===== src/rtl/gol_pkg.sv =====
// Shared constants and FSM state type for the Game of Life generation stepper.
package gol_pkg;
    localparam int GOL_WIDTH   = 8;
    localparam int GOL_REGBITS = 3;

    typedef enum logic [1:0] {
        IDLE  = 2'd0,
        LOAD  = 2'd1,
        WRITE = 2'd2,
        DONE  = 2'd3
    } state_t;
endpackage


===== src/rtl/gol_cell_rule.sv =====
// Life rule for one cell: nbhd is a 3x3 window with the cell itself at bit 4.
module gol_cell_rule (
    input  logic [8:0] nbhd,
    output logic       next
);
    logic [3:0] n;

    always_comb begin
        n = '0;
        for (int k = 0; k < 9; k++) begin
            if (k != 4) n = n + {3'b000, nbhd[k]};
        end
    end

    assign next = (n == 4'd3) || (nbhd[4] && (n == 4'd2));
endmodule


===== src/rtl/gol_next_gen.sv =====
// Reads the whole grid into a local buffer, then writes back the next generation
// row by row, computing every row from the untouched buffer.
module gol_next_gen
    import gol_pkg::*;
#(
    parameter int WIDTH   = GOL_WIDTH,
    parameter int REGBITS = GOL_REGBITS,
    parameter int WRAP    = 0
) (
    input  logic               clk,
    input  logic               reset,
    input  logic               start,
    input  logic [WIDTH-1:0]   rd,
    output logic [REGBITS-1:0] ra,
    output logic [WIDTH-1:0]   wd,
    output logic               regwrite,
    output logic               busy,
    output logic               done,
    output logic [15:0]        gen_count
);
    localparam int ROWS = 2 ** REGBITS;

    state_t                       state, state_n;
    logic [REGBITS-1:0]           cnt;
    logic [ROWS-1:0][WIDTH-1:0]   grid;
    logic [15:0]                  gens;
    logic [REGBITS-1:0]           up_idx, dn_idx;
    logic [WIDTH-1:0]             up_row, mid_row, dn_row, next_row;

    always_ff @(posedge clk) begin
        if (reset) begin
            state <= IDLE;
            cnt   <= '0;
            gens  <= '0;
        end else begin
            state <= state_n;
            case (state)
                LOAD, WRITE: cnt <= cnt + 1'b1;
                default:     cnt <= '0;
            endcase
            if (state == DONE) gens <= gens + 16'd1;
        end
    end

    always_ff @(posedge clk) begin
        if (state == LOAD) grid[cnt] <= rd;
    end

    always_comb begin
        state_n  = state;
        ra       = '0;
        wd       = '0;
        regwrite = 1'b0;
        done     = 1'b0;
        busy     = (state != IDLE);
        case (state)
            IDLE:  if (start) state_n = LOAD;
            LOAD: begin
                ra = cnt;
                if (cnt == '1) state_n = WRITE;
            end
            WRITE: begin
                ra = cnt;
                // Reset suppresses the write in its own cycle so an aborted pass stops cleanly.
                regwrite = !reset;
                wd       = reset ? '0 : next_row;
                if (cnt == '1) state_n = DONE;
            end
            DONE: begin
                done    = 1'b1;
                state_n = IDLE;
            end
            default: state_n = IDLE;
        endcase
    end

    assign gen_count = gens;

    // Row neighbours: index arithmetic wraps naturally; without WRAP the edges read as dead.
    assign up_idx  = cnt - 1'b1;
    assign dn_idx  = cnt + 1'b1;
    assign mid_row = grid[cnt];
    assign up_row  = (cnt == '0 && WRAP == 0) ? '0 : grid[up_idx];
    assign dn_row  = (cnt == '1 && WRAP == 0) ? '0 : grid[dn_idx];

    for (genvar i = 0; i < WIDTH; i++) begin : g_col
        localparam int L  = (i == 0) ? WIDTH - 1 : i - 1;
        localparam int R  = (i == WIDTH - 1) ? 0 : i + 1;
        localparam bit LV = (i != 0) || (WRAP != 0);
        localparam bit RV = (i != WIDTH - 1) || (WRAP != 0);
        logic [8:0] nb;

        assign nb = {dn_row[R] & RV,  dn_row[i],  dn_row[L] & LV,
                     mid_row[R] & RV, mid_row[i], mid_row[L] & LV,
                     up_row[R] & RV,  up_row[i],  up_row[L] & LV};

        gol_cell_rule u_rule (
            .nbhd (nb),
            .next (next_row[i])
        );
    end
endmodule


===== config.mk =====
export PLATFORM = sky130hd
export DESIGN_NAME = gol_next_gen
export DESIGN_NICKNAME = d
export VERILOG_FILES = /design/src/rtl/gol_pkg.sv /design/src/rtl/gol_cell_rule.sv /design/src/rtl/gol_next_gen.sv
export SDC_FILE = /design/constraint.sdc
export NUM_CORES = 1
export LEC_CHECK = 0
export ABC_CLOCK_PERIOD_IN_PS = 7950
export CAP_MARGIN = 20
export CORE_MARGIN = 4
export CORE_UTILIZATION = 36
export CTS_BUF_LIST = sky130_fd_sc_hd__clkbuf_8 sky130_fd_sc_hd__clkbuf_16
export DETAILED_ROUTE_END_ITERATION = 16
export PLACE_DENSITY = 0.54
export REMOVE_ABC_BUFFERS = 1
export SYNTH_ARGS = -nofsm -noshare
export SYNTH_HDL_FRONTEND = slang
export SYNTH_HIERARCHICAL = 1
export SYNTH_SLANG_ARGS = --single-unit

===== constraint.sdc =====
create_clock -name clk -period 7.95 [get_ports clk]
set_clock_uncertainty 0.1 [all_clocks]
set_input_delay 0.795 -clock clk [delete_from_list [all_inputs] [get_ports clk]]
set_output_delay 0.795 -clock clk [all_outputs]
set_load 0.01 [all_outputs]

==> metrics.txt <==
Reg clk slew, reported paths=60 ps; area delta synth->final=17.6%; RSZ-0062 raised after global routing=false; Tot Pwr=2.98 mW; Int Power=1.69 mW; DRT antenna net count=0; top cells by area, synth=edfxtp_1 31%, mux4_2 12%, fa_1 10%, dfxtp_1 6.9%, ha_1 6.7%; f_max=144 MHz; Worst-Margin Slew=1100 ps; Via-to-Cell Ratio=5.26; synthesized area=6130 um^2; CTS tree=done; DR WL/cell=18.0 um; clk buf depth=2; Cell Area, Placed=6840 um^2; Rows=47; HPWL after DPL=11.3 mm; Post-CTS Setup Repair Bufs=0; hold_ws=399 ps; Total GRT Usage=0.165; period utilisation layout=0.873; Max Slew Vio Count=0; Flop pwr share=0.176; chip width=139 um; io pins=41; xor/xnor share of the synthesized area=0.0157; post-synthesis mux area share=0.137; pwr dens=413 nW/um^2; Die Y=139 um; initial antenna violation count=0; die area=19,200 um^2; EDFF count, synth=64; main flop type after synthesis=edfxtp_1; Design Area, Final=7210 um^2; multi-input logic area=3380 um^2; startpoint class of the critical path=flop; Worst-Skew Late Latency=340 ps; DR iter-0 viols=264; sequential cell area=2340 um^2; max-cap violations=0; setup violators final=0; kind of critical path=reg -> out; leading area contributor after synthesis=edfxtp_1; post-synth top area share=0.313; final design utilization=0.434; starting density of the core=0.369; Syn. warnings=6; DRT Wirelength=15.3 mm; drc violations=0; CORE AREA=16,600 um^2; clock period minus worst slack=6940 ps; switch share=0.432; ANT cells=0; Critical Path RT=7050 ps; CTS Root Cell=clkbuf_16; clock power share=0.173; worst hold path type=reg -> reg; Post-Synth Adder-Cell Area=0.172; Compound-Gate Fraction of Synth Area=0.0663; Logic pwr share=0.650; maximum VDD drop=0.000205 V; vias in the first global route=4,810; cell count after synthesis=583; share of layout cells above drive strength 1=0.123; max_slew headroom=0.267; CP Capture Type=primary output; Hold Fails Final Rpt=0; CTS Hold Bufs=0; P_leak=2.96 nW; first-pass GRT wire length=25.2 mm; top post-synthesis cells by count=93 x inv_1, 93 x nand2_1, 64 x edfxtp_1, 45 x a21oi_1, 33 x ha_1; H-tree levels=3; post-synthesis sequential area ratio=0.382; Post-synth ARST share=0; # fillers=1,547; simple-gate share of the synthesized area=0.152; setup TNS=0 ps; largest net degree at the start of global routing=41; Yosys cell types=46; Arr. time, crit path=6050 ps; CTS resizes=0; final-stage net count=704; run status=finished, final reports clean; Synth Register Bits=85; Port-buffer cells=40; TritonRoute pass-1 iters=5; Critical Path Fanout Max=14; vias=4,489; main combinational cell family by area after synthesis=adder cells; syn_area_per_cell=10.5 um^2; Net Switching=1.29 mW; clock buffer count from CTS=9; Sink Count=85; grt ovf=0; global placer's final weighted congestion=0.861
worst max-delay path, stage by stage, from the launching register on:
cell and delay, ps:
dfxtp_1 340, clkinv_1 300, ha_1 370, xor2_2 550, buf_4 280, nand2_1 70
a21oi_1 170, or4_1 240, inv_1 90, fa_1 560, fa_1 450, fa_1 510
inv_1 40, ha_1 210, fa_1 410, o211a_1 250, a211oi_2 180, and2_1 140
clkdlybuf4s50_1 530
flip-flops by register name (all words and copies together) (netlist names):
| signal | cells |
|---|---|
| gen_count | 16 |
| state | 2 |
| cnt | 3 |
| grid | 64 |
logic make-up after synthesis:
kind of cell               Yosys count
muxes                               44
other                                1
adders and majority gates           65
xor gates and xnor gates            11
and+or+nand+nor                    191
buffers and inverters              117
DFF                                 85
AOI/OAI and AO/OA                   69
metal layers:
metal / routed length, um / vias to the layer above / global-route usage
met3: 845 / 23 / 0.0290
met1: 6390 / 2236 / 0.208
met2: 7800 / 151 / 0.286
met4: 303 / 0 / 0.0629
li1: - / 2079 / -
met5: 0 / - / 0
power groups by stage:
stage	logic, mW	clock network [mW]	registers [mW]
final	1.94	0.516	0.525
after global placement	1.84	0	0.533
after floorplan	1.39	0	0.557
after global routing	2.27	0.546	0.529
after CTS	1.97	0.527	0.525
after detailed placement	1.95	0	0.535
final cells by class:
cell class,instances,area share
Clock buffer,9,0.0312
Sequential cell,85,0.325
Multi-Input combinational cell,386,0.468
Inverter,94,0.0489
Tap cell,220,0.0382
Timing Repair Buffer,52,0.0685
Clock inverter,7,0.0203
stage by stage:
stage	std cells	worst slack [ps]
detailed placement	837	1440
finish	853	1010
floorplan	565	725
global placement	835	1500
global route	853	753
CTS	853	1030
final timing paths:
check / startpoint / end / slack, ps / depth (start not counted)
worst min register to register: gen_count[15] / gen_count[15] / 400 / 2
worst min-delay path: gen_count[15] / gen_count[15] / 400 / 2
worst max register to register: cnt[2] / grid[41] / 5310 / 3
worst max-delay path: cnt[1] / wd[5] / 1010 / 18
layout by cell type, fill, tap and decap left out, types with 12 or more instances in the layout:
cell type / count
nand2_1: 93
nor2_1: 28
inv_1: 93
o21ai_0: 12
edfxtp_1: 64
ha_1: 33
a21oi_1: 45
dfxtp_1: 20
mux4_2: 32
nand3_1: 12
fa_1: 32
clkdlybuf4s50_1: 40
Note: power is estimated with default switching activity, not from simulation.
